$ cat src/rtl/hwpe_ctrl_uloop_hs.sv
// hwpe_ctrl_uloop_hs: nested-loop microcode engine emitting offset/index tokens over valid/ready.
// Define HWPE_CTRL_ULOOP_PRECOMPUTE_EN to add a one-entry token buffer that lets the engine run ahead.
module hwpe_ctrl_uloop_hs #(
  parameter int NB_LOOPS  = 4,
  parameter int LENGTH    = 16,
  parameter int NB_REG    = 4,
  parameter int NB_RO_REG = 8,
  parameter int REG_WIDTH = 32,
  parameter int CNT_WIDTH = 16,
  parameter int AW = $clog2(NB_REG + NB_RO_REG),
  parameter int PW = $clog2(LENGTH),
  parameter int EW = 2 + 2 * AW,
  parameter int LW = NB_LOOPS > 1 ? $clog2(NB_LOOPS) : 1
) (
  input  logic                            clk_i,
  input  logic                            rst_ni,
  input  logic                            test_mode_i,
  input  logic                            clear_i,
  input  logic                            start_i,
  input  logic [LENGTH*EW-1:0]            code_i,
  input  logic [NB_LOOPS*PW-1:0]          loop_addr_i,
  input  logic [NB_LOOPS*(PW+1)-1:0]      loop_nbops_i,
  input  logic [NB_LOOPS*CNT_WIDTH-1:0]   loop_range_i,
  input  logic [NB_RO_REG*REG_WIDTH-1:0]  ro_reg_i,
  output logic                            tok_valid_o,
  input  logic                            tok_ready_i,
  output logic [NB_REG*REG_WIDTH-1:0]     tok_offs_o,
  output logic [NB_LOOPS*CNT_WIDTH-1:0]   tok_idx_o,
  output logic [LW-1:0]                   tok_loop_o,
  output logic                            tok_last_o,
  output logic                            busy_o,
  output logic                            done_o
);
  typedef enum logic [1:0] {IDLE, EMIT, EXEC} state_e;
  state_e state_q;
  logic [REG_WIDTH-1:0] regs_q [NB_REG];
  logic [CNT_WIDTH-1:0] idx_q [NB_LOOPS];
  logic [CNT_WIDTH-1:0] rmax [NB_LOOPS];
  logic [LW-1:0] loop_q, step_l;
  logic [PW-1:0] pc_q, step_pc;
  logic [PW:0] opcnt_q, step_nb;
  logic done_q, done_d, last, adv;
  logic [EW-1:0] ent;
  logic [1:0] op;
  logic [AW-1:0] a, b;
  logic [REG_WIDTH-1:0] va, vb, wr_data;
  logic wr_en;
  logic [NB_REG*REG_WIDTH-1:0] eng_offs;
  logic [NB_LOOPS*CNT_WIDTH-1:0] eng_idx;
  logic unused_test_mode;

  assign unused_test_mode = test_mode_i;

  for (genvar i = 0; i < NB_LOOPS; i++) begin : g_loop
    assign rmax[i] = loop_range_i[i*CNT_WIDTH +: CNT_WIDTH] == '0 ? '0
                   : loop_range_i[i*CNT_WIDTH +: CNT_WIDTH] - CNT_WIDTH'(1);
    assign eng_idx[i*CNT_WIDTH +: CNT_WIDTH] = idx_q[i];
  end
  for (genvar i = 0; i < NB_REG; i++) begin : g_reg
    assign eng_offs[i*REG_WIDTH +: REG_WIDTH] = regs_q[i];
  end

  // registers first, then read-only operands; anything beyond reads as zero
  function automatic logic [REG_WIDTH-1:0] opnd(input logic [AW-1:0] k);
    opnd = '0;
    for (int r = 0; r < NB_REG; r++) opnd = int'(k) == r ? regs_q[r] : opnd;
    for (int r = 0; r < NB_RO_REG; r++)
      opnd = int'(k) == NB_REG + r ? ro_reg_i[r*REG_WIDTH +: REG_WIDTH] : opnd;
  endfunction

  always_comb begin
    last = 1'b1;
    step_l = '0;
    for (int j = NB_LOOPS - 1; j >= 0; j--) begin
      last = last & (idx_q[j] == rmax[j]);
      step_l = idx_q[j] < rmax[j] ? LW'(j) : step_l;
    end
  end

  assign step_pc = loop_addr_i[step_l*PW +: PW];
  assign step_nb = loop_nbops_i[step_l*(PW+1) +: PW+1];

  always_comb begin
    ent = code_i[pc_q*EW +: EW];
    {op, a, b} = ent;
    va = opnd(a);
    vb = opnd(b);
    wr_data = op == 2'b00 ? vb : op == 2'b01 ? va + vb : va - vb;
    wr_en = op != 2'b11 && int'(a) < NB_REG;
  end

  always_ff @(posedge clk_i or negedge rst_ni) begin
    if (!rst_ni) begin
      state_q <= IDLE;
      loop_q <= '0;
      pc_q <= '0;
      opcnt_q <= '0;
      done_q <= 1'b0;
      for (int r = 0; r < NB_REG; r++) regs_q[r] <= '0;
      for (int j = 0; j < NB_LOOPS; j++) idx_q[j] <= '0;
    end else if (clear_i || (state_q == IDLE && start_i && !busy_o)) begin
      state_q <= clear_i ? IDLE : EMIT;
      loop_q <= '0;
      pc_q <= '0;
      opcnt_q <= '0;
      done_q <= 1'b0;
      for (int r = 0; r < NB_REG; r++) regs_q[r] <= '0;
      for (int j = 0; j < NB_LOOPS; j++) idx_q[j] <= '0;
    end else begin
      done_q <= done_d;
      if (state_q == EMIT && adv) begin
        if (last) state_q <= IDLE;
        else begin
          for (int j = 0; j < NB_LOOPS; j++)
            idx_q[j] <= LW'(j) < step_l ? '0 : LW'(j) == step_l ? idx_q[j] + CNT_WIDTH'(1) : idx_q[j];
          loop_q <= step_l;
          pc_q <= step_pc;
          opcnt_q <= step_nb;
          state_q <= step_nb == '0 ? EMIT : EXEC;
        end
      end else if (state_q == EXEC) begin
        for (int r = 0; r < NB_REG; r++) if (wr_en && int'(a) == r) regs_q[r] <= wr_data;
        pc_q <= pc_q == PW'(LENGTH - 1) ? '0 : pc_q + PW'(1);
        opcnt_q <= opcnt_q - (PW+1)'(1);
        state_q <= opcnt_q == (PW+1)'(1) ? EMIT : EXEC;
      end
    end
  end

`ifdef HWPE_CTRL_ULOOP_PRECOMPUTE_EN
  logic buf_v_q, buf_last_q;
  logic [LW-1:0] buf_loop_q;
  logic [NB_REG*REG_WIDTH-1:0] buf_offs_q;
  logic [NB_LOOPS*CNT_WIDTH-1:0] buf_idx_q;

  // the engine hands its token over whenever the buffer is empty or draining
  assign adv = state_q == EMIT && (!buf_v_q || tok_ready_i);
  assign done_d = buf_v_q && buf_last_q && tok_ready_i;
  assign busy_o = state_q != IDLE || buf_v_q;
  assign tok_valid_o = buf_v_q;
  assign tok_last_o = buf_v_q && buf_last_q;
  assign tok_offs_o = buf_offs_q;
  assign tok_idx_o = buf_idx_q;
  assign tok_loop_o = buf_loop_q;

  always_ff @(posedge clk_i or negedge rst_ni) begin
    if (!rst_ni) begin
      buf_v_q <= 1'b0;
      buf_last_q <= 1'b0;
      buf_loop_q <= '0;
      buf_offs_q <= '0;
      buf_idx_q <= '0;
    end else if (clear_i || adv) begin
      buf_v_q <= !clear_i;
      buf_last_q <= !clear_i && last;
      buf_loop_q <= clear_i ? '0 : loop_q;
      buf_offs_q <= clear_i ? '0 : eng_offs;
      buf_idx_q <= clear_i ? '0 : eng_idx;
    end else if (tok_ready_i) buf_v_q <= 1'b0;
  end
`else
  assign adv = state_q == EMIT && tok_ready_i;
  assign done_d = adv && last;
  assign busy_o = state_q != IDLE;
  assign tok_valid_o = state_q == EMIT;
  assign tok_last_o = tok_valid_o && last;
  assign tok_offs_o = eng_offs;
  assign tok_idx_o = eng_idx;
  assign tok_loop_o = loop_q;
`endif

  assign done_o = done_q;
endmodule

$ cat config.mk
export PLATFORM = sky130hd
export DESIGN_NAME = hwpe_ctrl_uloop_hs
export DESIGN_NICKNAME = d
export VERILOG_FILES = /design/src/rtl/hwpe_ctrl_uloop_hs.sv
export SDC_FILE = /design/constraint.sdc
export NUM_CORES = 1
export LEC_CHECK = 0
export ABC_AREA = 1
export BUFFER_PORTS_ARGS = -buffer_cell sky130_fd_sc_hd__buf_2
export CORE_AREA = 3 3 278 280
export DETAILED_ROUTE_END_ITERATION = 10
export DIE_AREA = 0 0 281 283
export REMOVE_ABC_BUFFERS = 1
export SYNTH_ARGS = -nofsm -noshare
export SYNTH_HDL_FRONTEND = slang
export SYNTH_SLANG_ARGS = --single-unit
$ cat constraint.sdc
create_clock -name clk_i -period 8 [get_ports clk_i]
set_clock_uncertainty 0.2 [all_clocks]
set_input_delay 1.6 -clock clk_i [delete_from_list [all_inputs] [get_ports clk_i]]
set_output_delay 1.6 -clock clk_i [all_outputs]
set_load 0.05 [all_outputs]
Word level (Yosys, flattened, before mapping)
Index checks and enable logic that the tools add are counted.

operators by class
  $add $sub $neg = 12
  shifts and indexed selects = 3
  eq/ne operators = 38
  multiply operators = 2
  multiplexer cells = 72
  $lt $le $gt $ge = 9
  reduce and logical (&&, ||, !) cells = 45
  bitwise logic cells = 3

operators by type and width
  cell                                                  count
  two-way mux 32 bit                                    30
  two-way mux 128 bit                                   3
  two-way mux 16 bit                                    12
  two-way mux 64 bit                                    3
  indexed part select 160 x 9 -> 10 bit                 1
  equality test 4 bit (second input constant)           17
  adder 16 x 1 -> 16 bit (second input constant)        4
  equality test 16 bit                                  4
  logical NOT 16 bit                                    4
  less-than comparator 16 bit                           4
  subtractor 16 x 1 -> 16 bit (second input constant)   4
  adder 32 bit                                          1
  subtractor 32 bit                                     1
  two-way mux 2 bit                                     13
  AND reduction 3 bit                                   8
  two-way mux 4 bit                                     5
  two-way mux 5 bit                                     4
  indexed part select 20 x 6 -> 5 bit                   1
  equality test 4 x 3 -> 1 bit (second input constant)  4
  indexed part select 16 x 5 -> 4 bit                   1
  nonzero test 3 bit                                    5
  nonzero test 2 bit                                    7
  logical AND 1 bit                                     11
  equality test 4 x 2 -> 1 bit (second input constant)  2
  23 further kinds                                      35

word-level totals
  bits of input ports = 522
  logic and storage cells = 197
  output and inout port bits = 198
  register bits = 206

Depth between registers and ports, before layout
Gate-level depths: netlist of the first run.

  depth in word-level cells = 22
  depth in mapped cells = 43

Worst setup path before layout of the first run
OpenSTA, ideal clock, no wires.

  path kind = in2reg
  from = input port code_i[105]
  to = register regs_q, in the netlist tok_offs_o[122]
  stages on the path = 34
  path slack = 1.205 ns
  required time = 7.666 ns
  library setup time = 0.134 ns
  path buffers = 2
  arrival time = 6.461 ns
  path through = nor2_1 nor2_1 o21ai_0 o211ai_1 nand2_1 nand2_1 a21oi_1 nand2_1 inv_1 clkbuf_1 buf_1 nand2_1 o2111ai_1 a21oi_1 o2111ai_1 ha_1 inv_1 fa_1 inv_1 nand3_1 nand2_1 a21oi_1 o21ai_0 a21boi_0 o21ai_0 a21boi_0 o21ai_0 a21boi_0 o21ai_0 nand2_1 nand3_1 nand2_1 o211ai_1 o21ai_0

on the way
  longest elaborated chain between the ends = 21
  elaborated cells on any way between the ends = 65

ends and longest elaborated chain
  item                                                      RTL line  source
  from (decl)                                               20        input logic [LENGTH*EW-1:0] code_i,
  indexed part select 160 x 9 -> 10 bit *                   84        ent = code_i[pc_q*EW +: EW];
  logical NOT 4 bit                                         66        for (int r = 0; r < NB_REG; r++) opnd = int'(k) == r ? regs_q[r] : opnd;
  two-way mux 32 bit (4 in series)                          66
  two-way mux 32 bit (8 in series)                          68        opnd = int'(k) == NB_REG + r ? ro_reg_i[r*REG_WIDTH +: REG_WIDTH] : opnd;
  subtractor 32 bit / adder 32 bit (equally long branches)  88        wr_data = op == 2'b00 ? vb : op == 2'b01 ? va + vb : va - vb;
  two-way mux 32 bit (2 in series)                          88
  two-way mux 32 bit                                        122       for (int r = 0; r < NB_REG; r++) if (wr_en && int'(a) == r) regs_q[r] <= wr_data;
  two-way mux 128 bit                                       121       end else if (state_q == EXEC) begin
  two-way mux 128 bit                                       111       if (state_q == EMIT && adv) begin
  two-way mux 128 bit                                       101       end else if (clear_i || (state_q == IDLE && start_i && !busy_o)) begin
  to (decl)                                                 36        logic [REG_WIDTH-1:0] regs_q [NB_REG];

Every way passes the cells marked *; elsewhere a longest branch is shown, timed or not. The select of a mux whose other input is x is not followed.
A chain may end at the register's enable or synchronous reset.

Worst setup path after layout of the first run
  from = input port code_i[40]
  to = register regs_q, in the netlist tok_offs_o[90]

Same word-level chain as after synthesis.

==> impl_metrics.py, run 1 <==
metrics = {
    "yosys": {
        "synth.most_common_cell": "nand2_1",
        "yosys_warnings": 0,
        "synth.top_cell.area_share_pct": 23.2,
        "synth.area.top_cells": "dfrtp_1 (23%), nand2_1 (18%), nand3_1 (7.2%)",
        "ys_types": 62,
        "synth_edf_count": 0,
        "synth_commonest_cells": "nand2_1 (1035), nor2_1 (387), inv_1 (353)",
        "synthCells": 3647,
        "synth-seq-area-share_pct": 23.2,
        "postSynthAreaPerCell_um2": 6.08,
        "synthFlopType": "dfrtp_1",
        "synth-async-reset-ratio_pct": 100,
        "yosysTopAreaCell": "dfrtp_1",
        "ys_seq_elements": 206,
        "synth_area_um2": 22200,
    },
    "floorplanning": {
        "die_w_um": 281,
        "core_um2": 74700,
        "rows": 100,
        "io_pins": 720,
        "initial_utilization_pct": 29.7,
        "die-area_um2": 79500,
        "chipHeight_um": 283,
    },
    "timing": {
        "setup_tns_ns": 0,
        "fmax_mhz": 135,
        "worst_pin_slew_ns": 1.13,
        "period_needed_ns": 7.43,
        "worst_slack_ns": 0.569,
        "slew_headroom_pct": 23.8,
        "finalSetupViolCount": 0,
        "fin_crit_sh_pct": 92.9,
        "finalHoldViolations": 0,
        "drv_slew": 0,
        "rsz0062_at_grt": "false",
    },
    "run": {
        "maxCapViolCount": 0,
    },
    "setup_path": {
        "crit_path_start": "code_i[40]",
        "worstPathRequired_ns": 8.24,
        "crit_arrival_ns": 7.67,
        "worst-r2r-setup-slack_ns": 0.70,
        "worstSetupStartpointType": "input port",
        "r2r-start": "pc_q[2]",
        "crit_path_end_kind": "register",
        "critical_path_class": "input port to register",
        "endpoint": "tok_offs_o[90]",
        "cp_slowest_cell": "o21ai_0",
        "cp_max_fo": 10,
        "r2r-end": "tok_offs_o[90]",
        "cpPeakStageDelay_ns": 0.47,
        "path_common_cell": "nand2_1",
        "r2r.worst_path.cells": 34,
    },
    "final_layout": {
        "area_growth_pct": 28.7,
        "instances_no_fill": 5394,
        "layout-drive-gt1-share_pct": 23.0,
        "fill_cells": 8313,
        "utilization_pct": 38.2,
        "layout.nets": 5011,
    },
    "global_route": {
        "grt_pass1_wl_mm": 179,
        "overflow": 0,
        "grt_pass1_vias": 27300,
        "grt_start_max_net_pins": 123,
        "grt_usage_pct": 29.9,
        "antenna_found_initial": 44,
    },
    "cts": {
        "clock_latency_ns": 0.60,
        "cts_hold_buf": 0,
        "clockRootBuffer": "clkbuf_16",
        "cts_sinks": 206,
        "cts_buffers": 27,
        "htreeDepth": 1,
        "cts_tree": "built",
        "clk_pin_slew_ns": 0.06,
        "clockBufferDepth": 3,
    },
    "min_path": {
        "hold_class": "register to register",
    },
    "routing": {
        "drc": 0,
        "firstDrtPassIters": 5,
        "drt_iter0_drc": 2946,
        "viasPerCell": 5.43,
        "drt-total-wl_mm": 125,
        "via_count": 29300,
        "wire_per_inst_um": 23.2,
        "detail-route-antenna-nets": 0,
    },
    "place": {
        "gp_congestion": 0.993,
        "dp_hpwl_mm": 101,
        "numPlacedInstances": 5312,
        "portBuffers": 718,
        "dp_slack_ns": -0.00553,
    },
    "status": {
        "status": "finished, final reports clean",
    },
}
-- cells in the final DEF, fill, tap and decap left out, types with 6 or more instances in the layout --
| cell | netlist | final |
|---|---|---|
| or2_2 | 40 | 40 |
| a21boi_0 | 7 | 7 |
| diode_2 | 0 | 30 |
| nor2_1 | 387 | 385 |
| or2_0 | 9 | 9 |
| dfrtp_1 | 206 | 204 |
| nor4_1 | 26 | 26 |
| nand3_1 | 318 | 318 |
| a22o_1 | 7 | 7 |
| bufinv_16 | 0 | 6 |
| o22ai_1 | 14 | 14 |
| xnor2_1 | 30 | 30 |
| o31ai_1 | 10 | 10 |
| a221oi_1 | 7 | 7 |
| buf_2 | 43 | 717 |
| o21ai_1 | 5 | 6 |
| ha_1 | 113 | 113 |
| inv_1 | 353 | 352 |
| o21ai_0 | 280 | 279 |
| a21oi_1 | 207 | 206 |
| nor2_2 | 10 | 7 |
| nor2_4 | 6 | 11 |
| o211ai_1 | 41 | 41 |
| nand4_1 | 95 | 95 |
| buf_4 | 6 | 138 |
| nand2_2 | 12 | 13 |
| o2111ai_1 | 34 | 34 |
| o21a_1 | 8 | 8 |
| nand2_1 | 1035 | 1034 |
| nor3_1 | 59 | 59 |
| xor2_1 | 75 | 75 |
| inv_2 | 13 | 16 |
| clkbuf_16 | 0 | 27 |
| a211oi_1 | 8 | 8 |
-- cell families after synthesis --
family                     after synthesis  synth area share [%]
adders and majority gates              114                  6.46
muxes                                    1                0.0451
AOI/OAI and AO/OA                      667                  17.3
DFF                                    206                  23.2
and+or+nand+nor                       2020                  39.2
xor gates and xnor gates               105                  4.15
buffers and inverters                  534                  9.58
-- timing repair --
item                                    4_1_cts  5_1_grt
setup buffers                                 0        3
gates resized for setup                       0        7
endpoints found under the setup margin        0       25
-- area by class of cell --
cell class	instances	area [um2]	area share, %
antenna	30	75.1	0.263
inverter	372	1400	4.91
clock inverter	14	246	0.863
timing repair buffer	861	4740	16.6
sequential	206	5160	18.1
multi-input combinational	2907	15000	52.4
clock buffer	35	756	2.65
tap	969	1210	4.25
-- registers in the layout (all words and copies together), names as in the netlist --
signal	flops
opcnt_q	5
tok_idx_o	64
state_q	2
pc_q	4
tok_loop_o	2
done_o	1
tok_offs_o	128
-- routing by layer --
metal / vias up / global-route usage [%] / share of wire, %
met3: 321 / 9.51 / 12
met5: - / 0 / 0.14
li1: 13700 / - / -
met2: 1595 / 47.2 / 44
met1: 13700 / 37.0 / 39
met4: 26 / 14.0 / 4.9
-- critical path, delay by kind of cell --
family	cells	cell delay (ns)
AO/OA/AOI/OAI	11	2.54
adder cells (fa/ha/maj)	1	0.32
AND/OR/NAND/NOR	18	2.28
XOR/XNOR	1	0.17
buffers and inverters	6	0.74
-- worst min-delay path by stage --
stage                  startpoint  slack [ns]  depth (start not counted)            end
floorplan              state_q[1]        0.29                          2     state_q[1]
global placement    tok_loop_o[1]        0.28                          1  tok_loop_o[1]
detailed placement  tok_loop_o[0]        0.29                          1  tok_loop_o[0]
CTS                 tok_loop_o[0]        0.30                          1  tok_loop_o[0]
global route        tok_loop_o[1]        0.34                          1  tok_loop_o[1]
finish              tok_loop_o[1]        0.30                          1  tok_loop_o[1]
-- through the flow --
step	cell area (um2)	hold slack, ns
floorplan	21500	0.294
global placement	27400	0.277
detailed placement	27400	0.286
CTS	28400	0.300
global route	28500	0.339
finish	28600	0.301
Power of run 1 is left out: the tool's default activity adds up to more than one toggle a clock period on the data nets, which glitch-free logic cannot reach.
==> run 2, diff against run 1 <==
ABC_AREA = not set   (was 1)
==> run 2 against run 1 <==
Compared with the run above:
- sequential share of layout area is 2.5 points lower
- final cell count is 6.5% lower
- design area is 16% higher
- routed wire length is 20% higher
- fmax is 5.6% lower
- largest cell class unchanged
==> impl_metrics.py, run 2 <==
metrics = {
    "yosys": {
        "ys_types": 103,
        "synthCells": 2983,
        "synth.most_common_cell": "nand2_1",
        "synth-seq-area-share_pct": 21.9,
        "synth_edf_count": 0,
        "synth_area_um2": 23500,
        "yosys_warnings": 0,
        "postSynthAreaPerCell_um2": 7.89,
        "synth.area.top_cells": "dfrtp_1 (22%), nand2_1 (6.3%), ha_1 (6.0%)",
        "synthFlopType": "dfrtp_1",
        "ys_seq_elements": 206,
        "yosysTopAreaCell": "dfrtp_1",
        "synth.top_cell.area_share_pct": 21.9,
        "synth_commonest_cells": "nand2_1 (393), nor2_1 (268), o21ai_0 (210)",
        "synth-async-reset-ratio_pct": 100,
    },
    "cts": {
        "cts_sinks": 206,
        "clockRootBuffer": "clkbuf_16",
        "clockBufferDepth": 3,
        "cts_tree": "built",
        "cts_buffers": 28,
        "clock_latency_ns": 0.63,
        "cts_hold_buf": 0,
        "htreeDepth": 1,
        "clk_pin_slew_ns": 0.06,
    },
    "routing": {
        "drt_iter0_drc": 3211,
        "viasPerCell": 6.08,
        "detail-route-antenna-nets": 0,
        "drc": 0,
        "firstDrtPassIters": 7,
        "via_count": 30600,
        "drt-total-wl_mm": 150,
        "wire_per_inst_um": 29.7,
    },
    "timing": {
        "finalHoldViolations": 0,
        "finalSetupViolCount": 0,
        "fmax_mhz": 127,
        "whs_ns": 0.320,
        "worst_pin_slew_ns": 1.31,
        "slew_headroom_pct": 12.7,
        "fin_crit_sh_pct": 98.4,
        "worst_slack_ns": 0.130,
        "drv_slew": 0,
        "period_needed_ns": 7.87,
    },
    "floorplanning": {
        "die_w_um": 281,
        "core_um2": 74700,
        "rows": 100,
        "io_pins": 720,
        "initial_utilization_pct": 31.5,
        "chipHeight_um": 283,
        "die-area_um2": 79500,
    },
    "final_layout": {
        "utilization_pct": 44.4,
        "area_growth_pct": 40.8,
        "final_common_cell": "buf_2",
        "layout-drive-gt1-share_pct": 37.5,
        "largest_reg_flops": 128,
        "layout.nets": 4676,
        "layout_common_cells": "buf_2 (711), buf_4 (466), nand2_1 (385)",
        "fill_cells": 7774,
    },
    "place": {
        "portBuffers": 718,
        "dp_slack_ns": -1.10,
        "gp_congestion": 1.07,
        "dp_hpwl_mm": 121,
    },
    "run": {
        "maxCapViolCount": 0,
    },
    "min_path": {
        "hold_class": "register to register",
    },
    "setup_path": {
        "crit_arrival_ns": 8.11,
        "path_common_cell": "buf_4",
        "cp_slowest_cell": "a2111oi_0",
        "cp_max_fo": 6,
        "worstSetupStartpointType": "input port",
        "cpPeakStageDelay_ns": 0.54,
        "crit_path_end_kind": "register",
        "worstPathRequired_ns": 8.24,
        "critical_path_class": "input port to register",
    },
    "global_route": {
        "grt_start_max_net_pins": 134,
        "antenna_found_initial": 14,
        "overflow": 0,
        "grt_pass1_wl_mm": 208,
        "grt_usage_pct": 35.6,
        "grt_pass1_vias": 29600,
    },
    "status": {
        "status": "finished, final reports clean",
    },
}
[run 2: critical path: cells and delay by family]
family | cells | cell delay (ns)
mux | 2 | 1.02
buf+inv | 9 | 1.34
fa+ha+maj | 1 | 0.28
simple gates | 5 | 1.30
compound gates | 13 | 2.54
[run 2: timing repair]
item,4_1_cts,5_1_grt
cloned,0,0
pin swaps,2,49
setup endpoints to repair,8,24
setup buffers,3,27
resized for setup,12,106
[run 2: cell families after synthesis]
family                   Yosys count  synth area share (%)
flip-flops                       206                  21.9
XOR/XNOR                         120                  4.46
AO/OA/AOI/OAI                    917                  26.8
adder cells (fa/ha/maj)          114                  6.09
buffers and inverters            251                  4.96
AND/OR/NAND/NOR                 1175                  23.7
multiplexers                     200                  12.1
[run 2: area by class of cell]
class                   count  area, um2  area share [%]
repair buffers           1218       7730            23.3
inverters                  60        225           0.679
well taps                 969       1210            3.66
flip-flops and latches    206       5160            15.6
multi-input cells        2526      17900            53.9
diodes                     11       27.5          0.0830
clock inverters            10        120           0.362
clock buffers              41        810            2.44
[run 2: path summary, 6_finish.rpt]
check	depth (start not counted)	slack, ns	endpoint	startpoint
max in group asynchronous	2	5.51	pc_q[0]	rst_ni
setup reg to reg	29	0.32	tok_offs_o[127]	pc_q[1]
hold reg to reg	1	0.32	opcnt_q[4]	opcnt_q[4]
min in group asynchronous	1	0.74	tok_offs_o[49]	rst_ni
setup / recovery	30	0.13	tok_offs_o[127]	code_i[116]
hold / removal	1	0.32	opcnt_q[4]	opcnt_q[4]
[run 2: stage by stage]
step | instances | TNS (ns) | cell area, um2
2_1_floorplan | 2792 | -128.34 | 22600
3_3_place_gp | 4952 | -12.59 | 31400
3_5_place_dp | 4952 | -14.83 | 31400
4_1_cts | 5006 | 0 | 32400
5_1_grt | 5035 | -0.159 | 33100
6_report | 5041 | 0 | 33200
[run 2: metal layers]
metal	routed length, um	track usage, %	up-vias
li1	-	-	13400
met1	54900	41.9	14700
met2	66400	56.7	1963
met3	15300	9.10	532
met4	13100	24.9	8
met5	63	0	-
Power of run 2 is left out for the same reason.
